`src/rtl/csa_resolve_adder.sv`:
```
// rtl/csa_resolve_adder.sv - iterative carry-propagate resolver for a CSA sum/carry pair
module csa_resolve_adder #(
    parameter int WIDTH = 8,
    parameter int CHUNK = 4
) (
    input  logic             clk,
    input  logic             rst_n,
    input  logic             in_valid,
    output logic             in_ready,
    input  logic [WIDTH+2:0] sum_in,
    input  logic [WIDTH+2:0] carry_in,
    output logic             out_valid,
    input  logic             out_ready,
    output logic [WIDTH+3:0] result_out,
    output logic             ovf_out,
    output logic             busy_out
);

    localparam int RES_W  = WIDTH + 4;
    localparam int NCHUNK = (RES_W + CHUNK - 1) / CHUNK;
    // The last chunk may be narrower than CHUNK; its carry-out sits at bit LAST_W of the chunk sum.
    localparam int LAST_W = RES_W - (NCHUNK - 1) * CHUNK;
    localparam int IDX_W  = (NCHUNK > 1) ? $clog2(NCHUNK) : 1;
    localparam logic [IDX_W-1:0] LAST_IDX = IDX_W'(NCHUNK - 1);

    typedef enum logic [1:0] {
        ST_IDLE = 2'd0,
        ST_BUSY = 2'd1,
        ST_DONE = 2'd2
    } state_t;

    state_t             state_q, state_d;
    logic [RES_W-1:0]   a_q, a_d;
    logic [RES_W-1:0]   b_q, b_d;
    logic [RES_W-1:0]   res_q, res_d;
    logic [IDX_W-1:0]   idx_q, idx_d;
    logic               carry_q, carry_d;
    logic               ovf_q, ovf_d;

    int                 base;
    logic [CHUNK-1:0]   chunk_a;
    logic [CHUNK-1:0]   chunk_b;
    logic [CHUNK:0]     chunk_sum;
    logic               chunk_cout;
    logic [RES_W-1:0]   slice_mask;
    logic [RES_W-1:0]   slice_sum;

    // One chunk of the ripple add: select the current slice, add with the stored carry,
    // and position the partial sum back at the slice offset. Zero-fill from the shift
    // keeps bits above RES_W-1 out of a short final chunk.
    always_comb begin
        base       = int'(idx_q) * CHUNK;
        chunk_a    = CHUNK'(a_q >> base);
        chunk_b    = CHUNK'(b_q >> base);
        chunk_sum  = {1'b0, chunk_a} + {1'b0, chunk_b} + {{CHUNK{1'b0}}, carry_q};
        chunk_cout = (idx_q == LAST_IDX) ? chunk_sum[LAST_W] : chunk_sum[CHUNK];
        slice_mask = ({RES_W{1'b1}} >> (RES_W - CHUNK)) << base;
        slice_sum  = RES_W'(chunk_sum[CHUNK-1:0]) << base;
    end

    // Next-state and datapath control: capture in IDLE, resolve chunk by chunk in BUSY,
    // hold the result in DONE until the consumer takes it.
    always_comb begin
        state_d = state_q;
        a_d     = a_q;
        b_d     = b_q;
        res_d   = res_q;
        idx_d   = idx_q;
        carry_d = carry_q;
        ovf_d   = ovf_q;
        unique case (state_q)
            ST_IDLE: begin
                if (in_valid) begin
                    a_d     = {1'b0, sum_in};
                    b_d     = {carry_in, 1'b0};
                    carry_d = 1'b0;
                    idx_d   = '0;
                    state_d = ST_BUSY;
                end
            end
            ST_BUSY: begin
                res_d   = (res_q & ~slice_mask) | (slice_sum & slice_mask);
                carry_d = chunk_cout;
                if (idx_q == LAST_IDX) begin
                    ovf_d   = chunk_cout;
                    state_d = ST_DONE;
                end else begin
                    idx_d = idx_q + 1'b1;
                end
            end
            ST_DONE: begin
                if (out_ready) begin
                    state_d = ST_IDLE;
                end
            end
            default: begin
                state_d = ST_IDLE;
            end
        endcase
    end

    // State and datapath registers with synchronous active-low reset.
    always_ff @(posedge clk) begin
        if (!rst_n) begin
            state_q <= ST_IDLE;
            a_q     <= '0;
            b_q     <= '0;
            res_q   <= '0;
            idx_q   <= '0;
            carry_q <= 1'b0;
            ovf_q   <= 1'b0;
        end else begin
            state_q <= state_d;
            a_q     <= a_d;
            b_q     <= b_d;
            res_q   <= res_d;
            idx_q   <= idx_d;
            carry_q <= carry_d;
            ovf_q   <= ovf_d;
        end
    end

    assign in_ready   = (state_q == ST_IDLE);
    assign busy_out   = (state_q == ST_BUSY);
    assign out_valid  = (state_q == ST_DONE);
    assign result_out = res_q;
    assign ovf_out    = ovf_q;

endmodule

```
`config.mk`:
```
export PLATFORM = sky130hd
export DESIGN_NAME = csa_resolve_adder
export DESIGN_NICKNAME = d
export VERILOG_FILES = /design/src/rtl/csa_resolve_adder.sv
export SDC_FILE = /design/constraint.sdc
export NUM_CORES = 1
export LEC_CHECK = 0
export BUFFER_PORTS_ARGS = -buffer_cell sky130_fd_sc_hd__buf_2
export CORE_ASPECT_RATIO = 1.25
export CORE_MARGIN = 4
export CORE_UTILIZATION = 42
export CTS_CLUSTER_DIAMETER = 200
export DETAILED_ROUTE_END_ITERATION = 8
export PLACE_DENSITY = 0.64
export RECOVER_POWER = 50
export REMOVE_ABC_BUFFERS = 1
export SKIP_LAST_GASP = 1
export SLEW_MARGIN = 40
export SYNTH_ARGS = -nofsm -noshare
export SYNTH_HDL_FRONTEND = slang
export SYNTH_SLANG_ARGS = --single-unit
```
`constraint.sdc`:
```
create_clock -name clk -period 3.08 [get_ports clk]
set_clock_uncertainty 0.15 [all_clocks]
set_input_delay 0.154 -clock clk [delete_from_list [all_inputs] [get_ports clk]]
set_output_delay 0.154 -clock clk [all_outputs]
set_load 0.01 [all_outputs]
```
Word level (Yosys, flattened, before mapping)

Index checks and enable logic that the tools add are counted.

Word-level logic and storage cells: 41
Register bits: 40
Input port bits: 26
Output and inout port bits: 16

Shift operators: 4
Bitwise gates (word level): 4
Eq/ne operators: 7
Reduce and logical (&&, ||, !) cells: 7
Multiplexer cells: 9
Add/sub/neg operators: 3

Operator list:

| operator             | number |
|---|---|
| $and 12x12->12       | 2 |
| $not 12->12          | 1 |
| $or 12x12->12        | 1 |
| $shl 4x4->12         | 1 |
| $shl 4x4->12 const A | 1 |
| $shr 12x4->4         | 1 |
| $shr 11x4->4         | 1 |
| $mux 2               | 5 |
| $pmux 2 s3           | 1 |
| $reduce_and 2->1     | 3 |
| $reduce_and 3->1     | 2 |
| $add 4x4->5          | 1 |
| $add 5x1->5          | 1 |
| $eq 2x2->1 const B   | 2 |
| $ne 2x1->1 const B   | 2 |
| $ne 2x2->1 const B   | 2 |
| $pmux 2 s2           | 1 |
| $add 2x1->2 const B  | 1 |
| $eq 2x1->1 const B   | 1 |
| $logic_not 2->1      | 1 |
| $pmux 1 s2           | 1 |
| $reduce_bool 2->1    | 1 |
| $mux 1               | 1 |

Depth between registers and ports, before layout

Word-level depth: 6
Gate-level depth with buffers: 10
Mapped depth without buffers: 9

Least setup slack after synthesis

OpenSTA, ideal clock, no wires.

Path kind: flip-flop to flip-flop
Start: reg idx_q[1]
End: reg carry_q
Data arrival time: 2099 ps
Slack: 696 ps
Period minus slack after synthesis: 2384 ps
Setup time: 134 ps
Data required time: 2796 ps
Cell stages (with the launch flop): 11
Cell sequence: dfxtp_1 > buf_2 > mux2i_1 > nor2_1 > a21oi_1 > fa_1 > inv_1 > fa_1 > a21o_1 > a21oi_1 > o32ai_1

Cells in the longest elaborated chain, start to end: 4
Elaborated cells on any way between the ends: 5
Those cells by class: add/sub: 2; shift: 2; mux: 1

RTL lines:

| element                                             | line   | source |
|---|---|---|
| start, declared                                     | 36     | `logic [IDX_W-1:0] idx_q, idx_d;` |
| start signal, assigned                              | 117    | `idx_q <= idx_d;` |
| $shr 11x4->4 / $shr 12x4->4 (equally long branches) | 53, 54 |  |
| $add 4x4->5 *                                       | 55     | `chunk_sum = {1'b0, chunk_a} + {1'b0, chunk_b} + {{CHUNK{1'b0}}, carry_q};` |
| $add 5x1->5 *                                       | 55     |  |
| $pmux 1 s2 *                                        | 71     | `unique case (state_q)` |
| end signal, assigned                                | 118    | `carry_q <= carry_d;` |
| end, declared                                       | 37     | `logic carry_q, carry_d;` |

Mark *: on every way between the ends. The rest lies on a longest branch, timed or not.
A chain may end at the register's enable or synchronous reset.

==> run_results.csv <==
group,metric,value,unit
outcome,outcome,"finished, final reports clean",
sta,final-setup-viol-count,0,
clock_network,clkTransAtPathRegs,0.08,ns
yosys,yosys.area.top_type,"dfxtp_1",
yosys,yosysWarnings,0,
global_routing,grt_max_degree,44,
clock_network,worstSkewPairLatency,0.29,ns
sta,rsz0062_at_grt,"false",
sta,finalCritPeriodShare,87.4,%
clock_network,clockRootBuffer,"clkbuf_8",
yosys,synth_cells,234,
worst_setup_path,crit_path_start_kind,"flip-flop",
placed_design,place_congestion,0.843,
final_layout,multiInputGateArea,1110,sq um
global_routing,gr-total-overflow,0,
worst_setup_path,r2r_cells,7,
clock_network,cts_tree,"done",
sta,hold_ws,0.0126,ns
worst_setup_path,r2r-start,"idx_q[1]",
sta,layout_setup_ws,0.389,ns
final_layout,fill_cells,466,
global_routing,grt.total_usage,15.6,%
pwr,p_leak,0.988,nW
clock_network,htree_levels,2,
yosys,synth-async-reset-ratio,0,%
clock_network,post_cts_resized,0,
yosys,synth_cell_types,38,
global_routing,grt.busiest_layer,"met2",
pwr,cellPowerDensity,463,nW/um^2
final_layout,seqCellArea,801,sq um
route,viasPerCell,4.98,
route,drt_iter0_markers,118,
worst_setup_path,worst-setup-path-type,"flip-flop to flip-flop",
yosys,synth_area,2010,sq um
global_routing,antenna_found_initial,0,
yosys,synth-main-ff-cell,"dfxtp_1",
sta,max_freq,0.372,GHz
placed_design,dp_cells,321,
die,die_y,85.4,microns
route,route.detailed.drc,0,
clock_network,clock_sinks,40,
pwr,p_total,1.18,mW
route,ant_nets,0,
sta,fin_crit,2.69,ns
final_layout,layout.cells.non_filler,351,
placed_design,numPortBuffers,41,
worst_setup_path,crit_required,3.15,ns
global_routing,gr-usage-met3,4.74,%
sta,fin_tns_setup,0,ns
yosys,synth_edf_count,0,
sta,max_slew_margin,47.4,%
route,wl_per_cell,12.6,microns
worst_setup_path,arrival,2.76,ns
worst_setup_path,cp-startpoint,"idx_q[1]",
clock_network,clockBufferDepth,2,
sta,hold_viol,0,
global_routing,met1_usage,19.6,%
route,routed_wirelength,4430,microns
run,max_cap_viol_count,0,
sta,drv_slew,0,
die,ios,42,
placed_design,dp_slack,0.467,ns
yosys,syn_avg_cell_area,8.60,sq um
final_layout,final_cell_mix,"nand2_1, dfxtp_1, a21boi_0, buf_2, dlygate4sd3_1",
final_layout,final_util,56.2,%
sta,tightest_slew,0.788,ns
final_layout,layout-drive-gt1-share,14.3,%
clock_network,cts_buffers,5,
global_routing,grt_pass1_vias,1674,
route,vias,1749,
final_layout,syn_to_final_growth,26.5,%
hold_path,hold_path_class,"input pin to flip-flop",
global_routing,grt_pass1_wl,7690,microns
worst_setup_path,endpoint_kind,"flip-flop",
placed_design,post-dp-hpwl,3120,microns
worst_setup_path,crit_path_max_fanout,11,
final_layout,fin_area,2550,sq um
die,placementRows,27,
die,start_util,44.5,%
final_layout,num-nets-final,326,
yosys,ys_seq_area_share,39.8,%
final_layout,layout_commonest_cell,"nand2_1",
yosys,synth.area.top_cells,"dfxtp_1, nand2_1, a21boi_0",
die,die_w,69.9,microns
pwr,ir_worst_vdd,0.272,mV
final_layout,diodes,0,
worst_setup_path,ff2ff_setup_slack,0.39,ns
route,dr.pass1.iters,4,
hold_path,hold_depth,3,
die,core_area,4530,sq um
die,die_area,5970,sq um
placed_design,placed_area,2230,sq um
yosys,ys_seq_elements,40,
yosys,synthDominantCellAreaShare,39.8,%
global_routing,grtUsageMet2,26.5,%
[per-layer routing]
layer  vias up  share of wire (%)
li1        920                  -
met1       791                 46
met2        38                 50
met3         0                4.3
met4         0                  0
met5         -                  0
[Yosys cell counts (2+ instances only)]
| library cell | instances |
|---|---|
| nand2_1 | 61 |
| dfxtp_1 | 40 |
| a21boi_0 | 29 |
| nand3_1 | 10 |
| clkbuf_1 | 8 |
| mux2i_1 | 7 |
| ha_1 | 6 |
| o21ai_0 | 6 |
| nand3b_1 | 5 |
| nor2_1 | 5 |
| nor2b_1 | 5 |
| a21boi_1 | 4 |
| a21oi_1 | 4 |
| buf_2 | 4 |
| inv_1 | 4 |
| and3b_1 | 3 |
| nand2b_1 | 3 |
| nand4_1 | 3 |
| a2111o_1 | 2 |
| buf_4 | 2 |
| buf_6 | 2 |
| fa_1 | 2 |
| o211ai_1 | 2 |
| o21a_1 | 2 |
| or3_1 | 2 |
[cell type report]
type	instances	area share, %
repair buffers	67	17.0
inverters	4	0.590
well taps	58	2.85
flip-flops and latches	40	31.4
clock inverters	3	1.82
multi-input cells	174	43.6
clock buffers	5	2.70
[worst max-delay path, stage by stage (launching register included)]
cell and delay (ns):
dfxtp_1 0.50, clkbuf_1 0.49, mux2i_1 0.24, o21ai_0 0.17
fa_1 0.48, xor2_1 0.28, nand3_1 0.12, a21boi_0 0.19
[how the worst min path moves through the flow]
stage / startpoint / endpoint / slack [ns]
after floorplan: rst_n / idx_q[0] / 0.12
after global placement: carry_in[3] / b_q[4] / 0.25
after detailed placement: carry_in[3] / b_q[4] / 0.26
after CTS: out_ready / state_q[1] / 0.01
after global routing: out_ready / state_q[1] / 0.008
final: out_ready / state_q[1] / 0.01
[cell families after synthesis]
family | share of synthesized area, %
xor gates and xnor gates | 0.435
adders and majority gates | 5.72
buffers and inverters | 5.10
AOI/OAI and AO/OA | 19.2
and+or+nand+nor | 26.3
muxes | 3.48
DFF | 39.8
[where the power goes]
part           switching (mW)  internal [mW]  leakage [nW]
Combinational          0.0941         0.0848         0.606
Clock                   0.198          0.244        0.0548
Sequential             0.0169          0.541         0.326
[repair_timing]
action / 4_1_cts / 5_1_grt
endpoints found under the hold margin: 22 / 0
buffers inserted: 0 / 0
hold buffers: 22 / 0
Note: power is estimated with default switching activity, not from simulation.
